$ cat config.mk
export PLATFORM = sky130hd
export DESIGN_NAME = fpu_issue_sequencer
export DESIGN_NICKNAME = d
export VERILOG_FILES = /design/src/rtl/fpu_issue_sequencer.sv
export SDC_FILE = /design/constraint.sdc
export NUM_CORES = 1
export LEC_CHECK = 0
export BUFFER_PORTS_ARGS = -buffer_cell sky130_fd_sc_hd__buf_2
export CAP_MARGIN = 20
export CORE_ASPECT_RATIO = 2
export CORE_MARGIN = 2
export CORE_UTILIZATION = 50
export DETAILED_ROUTE_END_ITERATION = 8
export MAX_ROUTING_LAYER = met4
export PLACE_DENSITY_LB_ADDON = 0.3
export SLEW_MARGIN = 15
export SYNTH_ARGS = -nofsm -noshare
export SYNTH_HDL_FRONTEND = slang
export SYNTH_SLANG_ARGS = --single-unit
export TNS_END_PERCENT = 10
$ cat constraint.sdc
create_clock -name clk_i -period 3.5 [get_ports clk_i]
set_input_delay 0.175 -clock clk_i [delete_from_list [all_inputs] [get_ports clk_i]]
set_output_delay 0.175 -clock clk_i [all_outputs]
set_load 0.02 [all_outputs]
$ cat src/rtl/fpu_issue_sequencer.sv
// fpu_issue_sequencer: request FIFO plus single-in-flight issue stage in front
// of the FPU core. Requests are queued, issued with a one-cycle start pulse,
// and the core result is held on a valid/ready response port.
// Optional feature: define FPU_ISSUE_TIMEOUT_EN to bound the WAIT state by
// TIMEOUT cycles and force a qNaN completion with a sticky timeout_o.
module fpu_issue_sequencer #(
   parameter int unsigned DEPTH   = 4,
   parameter int unsigned TAG_W   = 4,
   parameter int unsigned TIMEOUT = 64
) (
   input  logic                       clk_i,
   input  logic                       rst_i,
   input  logic                       req_valid_i,
   output logic                       req_ready_o,
   input  logic [31:0]                req_opa_i,
   input  logic [31:0]                req_opb_i,
   input  logic [2:0]                 req_op_i,
   input  logic [1:0]                 req_rmode_i,
   input  logic [TAG_W-1:0]           req_tag_i,
   output logic                       fpu_start_o,
   output logic [31:0]                fpu_opa_o,
   output logic [31:0]                fpu_opb_o,
   output logic [2:0]                 fpu_op_o,
   output logic [1:0]                 fpu_rmode_o,
   input  logic                       fpu_ready_i,
   input  logic [31:0]                fpu_result_i,
   input  logic [4:0]                 fpu_flags_i,
   output logic                       rsp_valid_o,
   input  logic                       rsp_ready_i,
   output logic [31:0]                rsp_result_o,
   output logic [4:0]                 rsp_flags_o,
   output logic [TAG_W-1:0]           rsp_tag_o,
   output logic [$clog2(DEPTH+1)-1:0] level_o,
   output logic                       timeout_o
);

   localparam int unsigned PW = $clog2(DEPTH);
   localparam int unsigned LW = $clog2(DEPTH+1);
   localparam int unsigned EW = 32 + 32 + 3 + 2 + TAG_W;

   typedef enum logic [1:0] {
      S_IDLE,
      S_ISSUE,
      S_WAIT,
      S_HOLD
   } state_t;

   state_t            state_q, state_d;
   logic [EW-1:0]     mem_q [DEPTH];
   logic [PW-1:0]     wptr_q, rptr_q;
   logic [LW-1:0]     level_q, level_d;
   logic [EW-1:0]     head;
   logic              push, pop, capture, expire, release_rsp;
   logic [31:0]       fpu_opa_q, fpu_opb_q;
   logic [2:0]        fpu_op_q;
   logic [1:0]        fpu_rmode_q;
   logic [TAG_W-1:0]  tag_q;
   logic              rsp_valid_q;
   logic [31:0]       rsp_result_q;
   logic [4:0]        rsp_flags_q;
   logic [TAG_W-1:0]  rsp_tag_q;

   // Ready comes from registered occupancy only, so a full FIFO never refills
   // in the same cycle it pops; held low while reset is asserted.
   assign req_ready_o = ~rst_i & (level_q != LW'(DEPTH));
   assign push        = req_valid_i & req_ready_o;
   assign pop         = (state_q == S_IDLE) & (level_q != '0);
   assign capture     = (state_q == S_WAIT) & fpu_ready_i;
   assign release_rsp = (state_q == S_HOLD) & rsp_ready_i;
   assign head        = mem_q[rptr_q];

`ifdef FPU_ISSUE_TIMEOUT_EN
   localparam int unsigned CW = ($clog2(TIMEOUT+1) > 8) ? $clog2(TIMEOUT+1) : 8;
   logic [CW-1:0] cnt_q;
   logic          timeout_q;

   // A core completion on the terminal count wins over the forced timeout.
   assign expire    = (state_q == S_WAIT) & ~fpu_ready_i & (cnt_q == CW'(TIMEOUT-1));
   assign timeout_o = timeout_q;

   // WAIT cycle counter and sticky timeout flag.
   always_ff @(posedge clk_i or posedge rst_i) begin
      if (rst_i) begin
         cnt_q     <= '0;
         timeout_q <= 1'b0;
      end else begin
         if (state_q == S_ISSUE) begin
            cnt_q <= '0;
         end else if (state_q == S_WAIT) begin
            cnt_q <= cnt_q + CW'(1);
         end
         if (expire) begin
            timeout_q <= 1'b1;
         end
      end
   end
`else
   assign expire    = 1'b0;
   assign timeout_o = 1'b0;
`endif

   // Next-state and occupancy logic.
   always_comb begin
      state_d = state_q;
      level_d = level_q;
      unique case (state_q)
         S_IDLE:  if (pop) state_d = S_ISSUE;
         S_ISSUE: state_d = S_WAIT;
         S_WAIT:  if (capture || expire) state_d = S_HOLD;
         S_HOLD:  if (release_rsp) state_d = S_IDLE;
         default: state_d = S_IDLE;
      endcase
      if (push && !pop) begin
         level_d = level_q + LW'(1);
      end else if (pop && !push) begin
         level_d = level_q - LW'(1);
      end
   end

   // FIFO storage; contents need no reset because occupancy gates every read.
   always_ff @(posedge clk_i) begin
      if (push) begin
         mem_q[wptr_q] <= {req_opa_i, req_opb_i, req_op_i, req_rmode_i, req_tag_i};
      end
   end

   // State, pointers and the issue registers loaded from the FIFO head.
   always_ff @(posedge clk_i or posedge rst_i) begin
      if (rst_i) begin
         state_q     <= S_IDLE;
         level_q     <= '0;
         wptr_q      <= '0;
         rptr_q      <= '0;
         fpu_opa_q   <= '0;
         fpu_opb_q   <= '0;
         fpu_op_q    <= '0;
         fpu_rmode_q <= '0;
         tag_q       <= '0;
      end else begin
         state_q <= state_d;
         level_q <= level_d;
         if (push) begin
            wptr_q <= wptr_q + PW'(1);
         end
         if (pop) begin
            rptr_q <= rptr_q + PW'(1);
            {fpu_opa_q, fpu_opb_q, fpu_op_q, fpu_rmode_q, tag_q} <= head;
         end
      end
   end

   // Response registers: captured on completion, held until accepted.
   always_ff @(posedge clk_i or posedge rst_i) begin
      if (rst_i) begin
         rsp_valid_q  <= 1'b0;
         rsp_result_q <= '0;
         rsp_flags_q  <= '0;
         rsp_tag_q    <= '0;
      end else begin
         if (capture) begin
            rsp_result_q <= fpu_result_i;
            rsp_flags_q  <= fpu_flags_i;
            rsp_tag_q    <= tag_q;
         end else if (expire) begin
            rsp_result_q <= 32'h7FC0_0000;
            rsp_flags_q  <= 5'b00001;
            rsp_tag_q    <= tag_q;
         end
         if (capture || expire) begin
            rsp_valid_q <= 1'b1;
         end else if (release_rsp) begin
            rsp_valid_q <= 1'b0;
         end
      end
   end

   assign fpu_start_o  = (state_q == S_ISSUE);
   assign fpu_opa_o    = fpu_opa_q;
   assign fpu_opb_o    = fpu_opb_q;
   assign fpu_op_o     = fpu_op_q;
   assign fpu_rmode_o  = fpu_rmode_q;
   assign rsp_valid_o  = rsp_valid_q;
   assign rsp_result_o = rsp_result_q;
   assign rsp_flags_o  = rsp_flags_q;
   assign rsp_tag_o    = rsp_tag_q;
   assign level_o      = level_q;

endmodule
# Yosys cells after proc, flatten, opt, wreduce, memory -nomap -nowiden
# Memory sizes are Yosys's and may differ from the RTL's. A register that Yosys moved wholly into a read port is not among the register bits.
# Index checks and enable logic that the tools add are counted.
dict set report word_totals {
  rom_bits 0
  latchBits 0
  ram_bits 292
  reg_bits 51
  n_memories 1
  output_inout_bits 117
  wordCells 45
}
# name depth width rd rd_ports_with_merged_regs wr line_no
set mem_list {}
lappend mem_list {mem_q 4 73 1 1 1 49} ;# logic [EW-1:0] mem_q [DEPTH];
dict set report classes {
  multipliers 0
  reduce_logical 9
  n_addsub 4
  bitwise 6
  eq_ne 7
  n_mux 10
  n_lt_le_gt_ge 0
  n_div 0
  shifts 0
}
# cell count
set ops {}
lappend ops {{2-bit case mux with 4 select lines} 1}
lappend ops {{2-bit two-way mux} 3}
lappend ops {{3-bit two-way mux} 2}
lappend ops {{2-bit != test (second input constant)} 3}
lappend ops {{1-bit AND} 5}
lappend ops {{2-bit by 1-bit adder with 2-bit output (second input constant)} 2}
lappend ops {{2-bit equality test (second input constant)} 2}
lappend ops {{1-bit two-way mux} 4}
lappend ops {{2-bit nonzero test} 2}
lappend ops {{3-bit by 1-bit adder with 3-bit output (second input constant)} 1}
lappend ops {{3-bit != test (second input constant)} 1}
lappend ops {{3-bit AND reduction} 1}
lappend ops {{3-bit nonzero test} 1}
lappend ops {{3-bit by 1-bit subtractor with 3-bit output (second input constant)} 1}
lappend ops {{2-bit by 1-bit equality test with 1-bit output (second input constant)} 1}
lappend ops {{1-bit logical AND} 2}
lappend ops {{1-bit logical NOT} 2}
lappend ops {{2-bit logical NOT} 1}
lappend ops {{1-bit inverter} 1}

# Logic depth before layout (Yosys ltp)
dict set report depth {
  depth_word 7
  ltp_mapped 11
  depth_no_buf 9
}

# Worst setup path before layout
# OpenSTA, ideal clock, no wires.
dict set report synth_path {
  path_type {register to register}
  start {register level_q[0], in the netlist level_o[0]}
  end {memory mem_q[2][0] in the netlist's numbering, enable pin}
  stages_incl_launch_ff 4
  n_path_buf 0
  period_less_slack_ns 3.283
  setup_time_ns 0.439
  required_time_ns 3.061
  slack_ns 0.217
  arrival_time_ns 2.844
  path_cell_list {dfrtp_1 > nor2_1 > a211oi_2 > and2_1}
}
dict set report synth_between {
  elab_chain_cells 5
}
# item line_no
set synth_rtl {}
lappend synth_rtl {{start, declared} 51} ;# logic [LW-1:0] level_q, level_d;
lappend synth_rtl {{start signal, assigned} 141} ;# level_q <= level_d;
lappend synth_rtl {{3-bit != test} 65} ;# assign req_ready_o = ~rst_i & (level_q != LW'(DEPTH));
lappend synth_rtl {{1-bit AND} 65}
lappend synth_rtl {{1-bit AND} 66} ;# assign push = req_valid_i & req_ready_o;
lappend synth_rtl {{net push} 53} ;# logic push, pop, capture, expire, release_rsp;
lappend synth_rtl {{1-bit two-way mux} 122} ;# if (push) begin
lappend synth_rtl {{1-bit two-way mux (implied by the code)} 123} ;# mem_q[wptr_q] <= {req_opa_i, req_opb_i, req_op_i, req_rmode_i, req_tag_i};
lappend synth_rtl {{end, declared} 49}
# The timed path passes the listed nets, and every way through them passes these cells.

# Worst setup path in the final report
dict set report layout_path {
  start {register level_q[0], in the netlist level_o[0]}
  end {memory mem_q[0][11] in the netlist's numbering, enable pin}
}
# The elaborated chain is that of the path after synthesis.

==> qor.yml <==
postSynth.asyncResetShare_pct: 29.8
crit_path_max_fanout: 34
initial_core_util_pct: 50.9
netlist-cell-type-count: 25
power.clock.fraction_pct: 24.1
pin_count_of_the_biggest_net_entering_global_routing: 103
syn_to_final_growth_pct: 25.7
top_usage_layer_grt: "met2"
clk-insertion-delay-late_ps: 520
detailedPlace.worstSlack_ps: 1070
finalClockSkew_ps: 9.47
postRouteWirelength_mm: 30.4
final_net_count: 1171
report.power.total_mw: 16.2
critPathTopFamily: "simple AND/OR/NAND/NOR gates"
timing.final.crit_share_pct: 67.5
netSwitchingPower_mw: 4.97
p_int_mw: 11.2
post_synthesis_net_count: 804
tritoncts: "done"
detailed_place_hpwl_mm: 18.3
floorplan_core_area_mm2: 0.0302
final-setup-viol-count: 0
antennaDiodeCount: 0
outcome: "completed"
hold_violations: 0
postSynthRegisterBits: 416
placedCellCount: 1263
grt_use_met2_pct: 36.0
power.density_cell_area_mw_per_mm2: 837
min_tclk_post_route_ps: 2360
fp.dieW_um: 128
dieHeight_um: 252
h-tree-depth: 2
synth_commonest_cells: "sky130_fd_sc_hd__edfxtp_1, sky130_fd_sc_hd__dfrtp_1, sky130_fd_sc_hd__mux2_2"
library_cell_with_the_highest_instance_count_after_synthesis: "sky130_fd_sc_hd__edfxtp_1"
detail_route.iter0.violations: 375
p_sw_share_pct: 30.8
synth.cell_area_mm2: 0.0153
floorplan.io_pins: 232
drive_above_1_share_pct: 46.6
die_area_mm2: 0.0322
drc_markers: 0
worst_pin_slew_ps: 956
worstSetupStartpointType: "register"
netlist_instances: 679
grtUsageMet1_pct: 21.6
grt_pass1_vias: 8324
worst_hold_slack_ps: 59.8
cts_max_path_buffers: 3
cts.clk_slew.worst_paths_ps: 60
total_negative_setup_slacks_ps: 0
min-delay-path-class: "input port to register"
gr-usage-met3_pct: 3.56
routed_antenna_nets: 0
vias: 7633
final_cell_area_mm2: 0.0193
timing.critical_path.to_type: "register"
synth.area.top_cells: "sky130_fd_sc_hd__edfxtp_1, sky130_fd_sc_hd__dfrtp_1, sky130_fd_sc_hd__mux4_2, sky130_fd_sc_hd__mux2_2, sky130_fd_sc_hd__ha_1"
critPathKind: "register to register"
yosys_most_used_dff: "sky130_fd_sc_hd__edfxtp_1"
rows: 90
static-leakage-power_nw: 7.30
drv_slew: 0
finish.utilization_pct: 63.9
tritoncts_num_sinks: 416
io_buffers: 230
comb_power_share_pct: 31.5
drv.max_cap_violation_count: 0
grt_antenna_before_repair: 0
wl_per_cell_um: 21.1
finish.cell_count_without_fillers: 1439
detailed_place.area_mm2: 0.0170
synthesis.area_per_instance_um2: 22.6
ir_drop_mv: 0.524
number_of_buffer_and_inverter_instances_along_the_worst_setup_path: 1
rsz0062_at_grt: "no"
grt_usage_pct: 19.7
share_seq_of_total_power_pct: 44.3
avgViaCountPerCell: 5.30
globalRoute.totalOverflow: 0
timing.critical_path.required_ps: 3710
final.setup.worst_slack_ps: 1140
worstPathCellList: "nor2_1, a211oi_2, and2_4, buf_12"
yosys_warnings: 0
cts_repair_resize_count: 0
biggest_cell_delay_along_the_critical_path_ps: 600
globalplace.congestion: 0.725
synth.yosys.seq_area_share_pct: 77.3
post-synth-top-area-fraction_pct: 57.1
library_cell_used_as_clock_root_buffer: "sky130_fd_sc_hd__clkbuf_16"
critical_path.slowest_cell: "sky130_fd_sc_hd__and2_4"
grt_pass1_wl_mm: 46.1
slew_headroom_pct: 36.3
drt_pass1_iterations: 4
synth.largest_area_cell: "sky130_fd_sc_hd__edfxtp_1"
critPathArrivalTime_ps: 2570
cts_made_buffers: 36
fmax_mhz: 423
synth-edff-count: 292
[flip-flops by register name, summed over array words and instances (netlist names)]
register      count
rsp_tag_o         4
tag_q             4
wptr_q            2
level_o           3
mem_q           292
rsp_result_o     32
rsp_valid_o       1
fpu_rmode_o       2
fpu_opa_o        32
rsp_flags_o       5
state_q           2
fpu_opb_o        32
fpu_op_o          3
rptr_q            2
[area by class of cell]
type / count / area [um2]
Sequential cell: 416 / 11900
Tap cell: 368 / 460
Clock buffer: 51 / 1040
Fill cell: 2103 / 10900
Inverter: 9 / 38.8
Clock inverter: 12 / 116
Multi-Input combinational cell: 225 / 3280
Timing Repair Buffer: 358 / 2470
[tightest hold or removal path: stages]
cell and delay, ps:
sky130_fd_sc_hd__buf_2 100, sky130_fd_sc_hd__inv_1 60, sky130_fd_sc_hd__a211oi_2 80, sky130_fd_sc_hd__xnor2_1 130
[power by group through the flow]
stage	combinational [mW]	sequential [mW]	clock, mW
after global routing	5.47	7.30	4.17
after detailed placement	5.05	7.28	0
after CTS	5.15	7.19	4.00
final	5.09	7.16	3.90
after global placement	4.97	7.24	0
after floorplan	2.89	7.81	0
[kinds of logic (layout without fill, tap and decap cells)]
kind of cell | Yosys count | in the layout | share of synthesized area, %
buffers and inverters | 38 | 430 | 1.41
flip-flops | 416 | 416 | 77.3
multiplexers | 190 | 190 | 19.3
adder cells (fa/ha/maj) | 10 | 10 | 0.864
AND/OR/NAND/NOR | 13 | 13 | 0.407
XOR/XNOR | 6 | 6 | 0.342
AO/OA/AOI/OAI | 5 | 5 | 0.318
other | 1 | 1 | 0.0244
[repair_timing]
item | CTS | global route
hold endpoints to repair | 431 | 0
setup buffers | 0 | 0
hold buffers | 112 | 0
[final timing paths]
path                       slack, ps                        to               startpoint  depth (start not counted)
max in group asynchronous       2090  fpu_opa_o[3]$_DFFE_PP0P_                    rst_i                          4
hold / removal                    60     wptr_q[0]$_DFFE_PP0P_              req_valid_i                          4
setup / recovery                1140    mem_q[0][11]$_DFFE_PP_   level_o[0]$_DFFE_PP0P_                          4
setup reg to reg                1140    mem_q[0][11]$_DFFE_PP_   level_o[0]$_DFFE_PP0P_                          4
hold reg to reg                  480   rsp_valid_o$_DFFE_PP0P_  rsp_valid_o$_DFFE_PP0P_                          2
min in group asynchronous        460  fpu_opa_o[0]$_DFFE_PP0P_                    rst_i                          3
[metal layers]
layer	vias up	wire [um]
li1	3429	-
met2	219	17000
met3	47	1470
met5	-	0
met1	3938	11200
met4	0	701
[cell usage in the layout, fill, tap and decap left out, types with 4 or more instances in the layout]
cell type / instances
sky130_fd_sc_hd__mux2_2: 117
sky130_fd_sc_hd__ha_1: 9
sky130_fd_sc_hd__mux4_2: 73
sky130_fd_sc_hd__clkbuf_16: 38
sky130_fd_sc_hd__clkbuf_8: 4
sky130_fd_sc_hd__dfrtp_1: 122
sky130_fd_sc_hd__inv_1: 8
sky130_fd_sc_hd__clkinv_2: 7
sky130_fd_sc_hd__buf_2: 230
sky130_fd_sc_hd__clkbuf_1: 9
sky130_fd_sc_hd__dlygate4sd3_1: 112
sky130_fd_sc_hd__edfxtp_1: 292
sky130_fd_sc_hd__and2_4: 4
sky130_fd_sc_hd__buf_4: 10
sky130_fd_sc_hd__buf_12: 5
No activity file was read; power rests on OpenSTA's default activity.
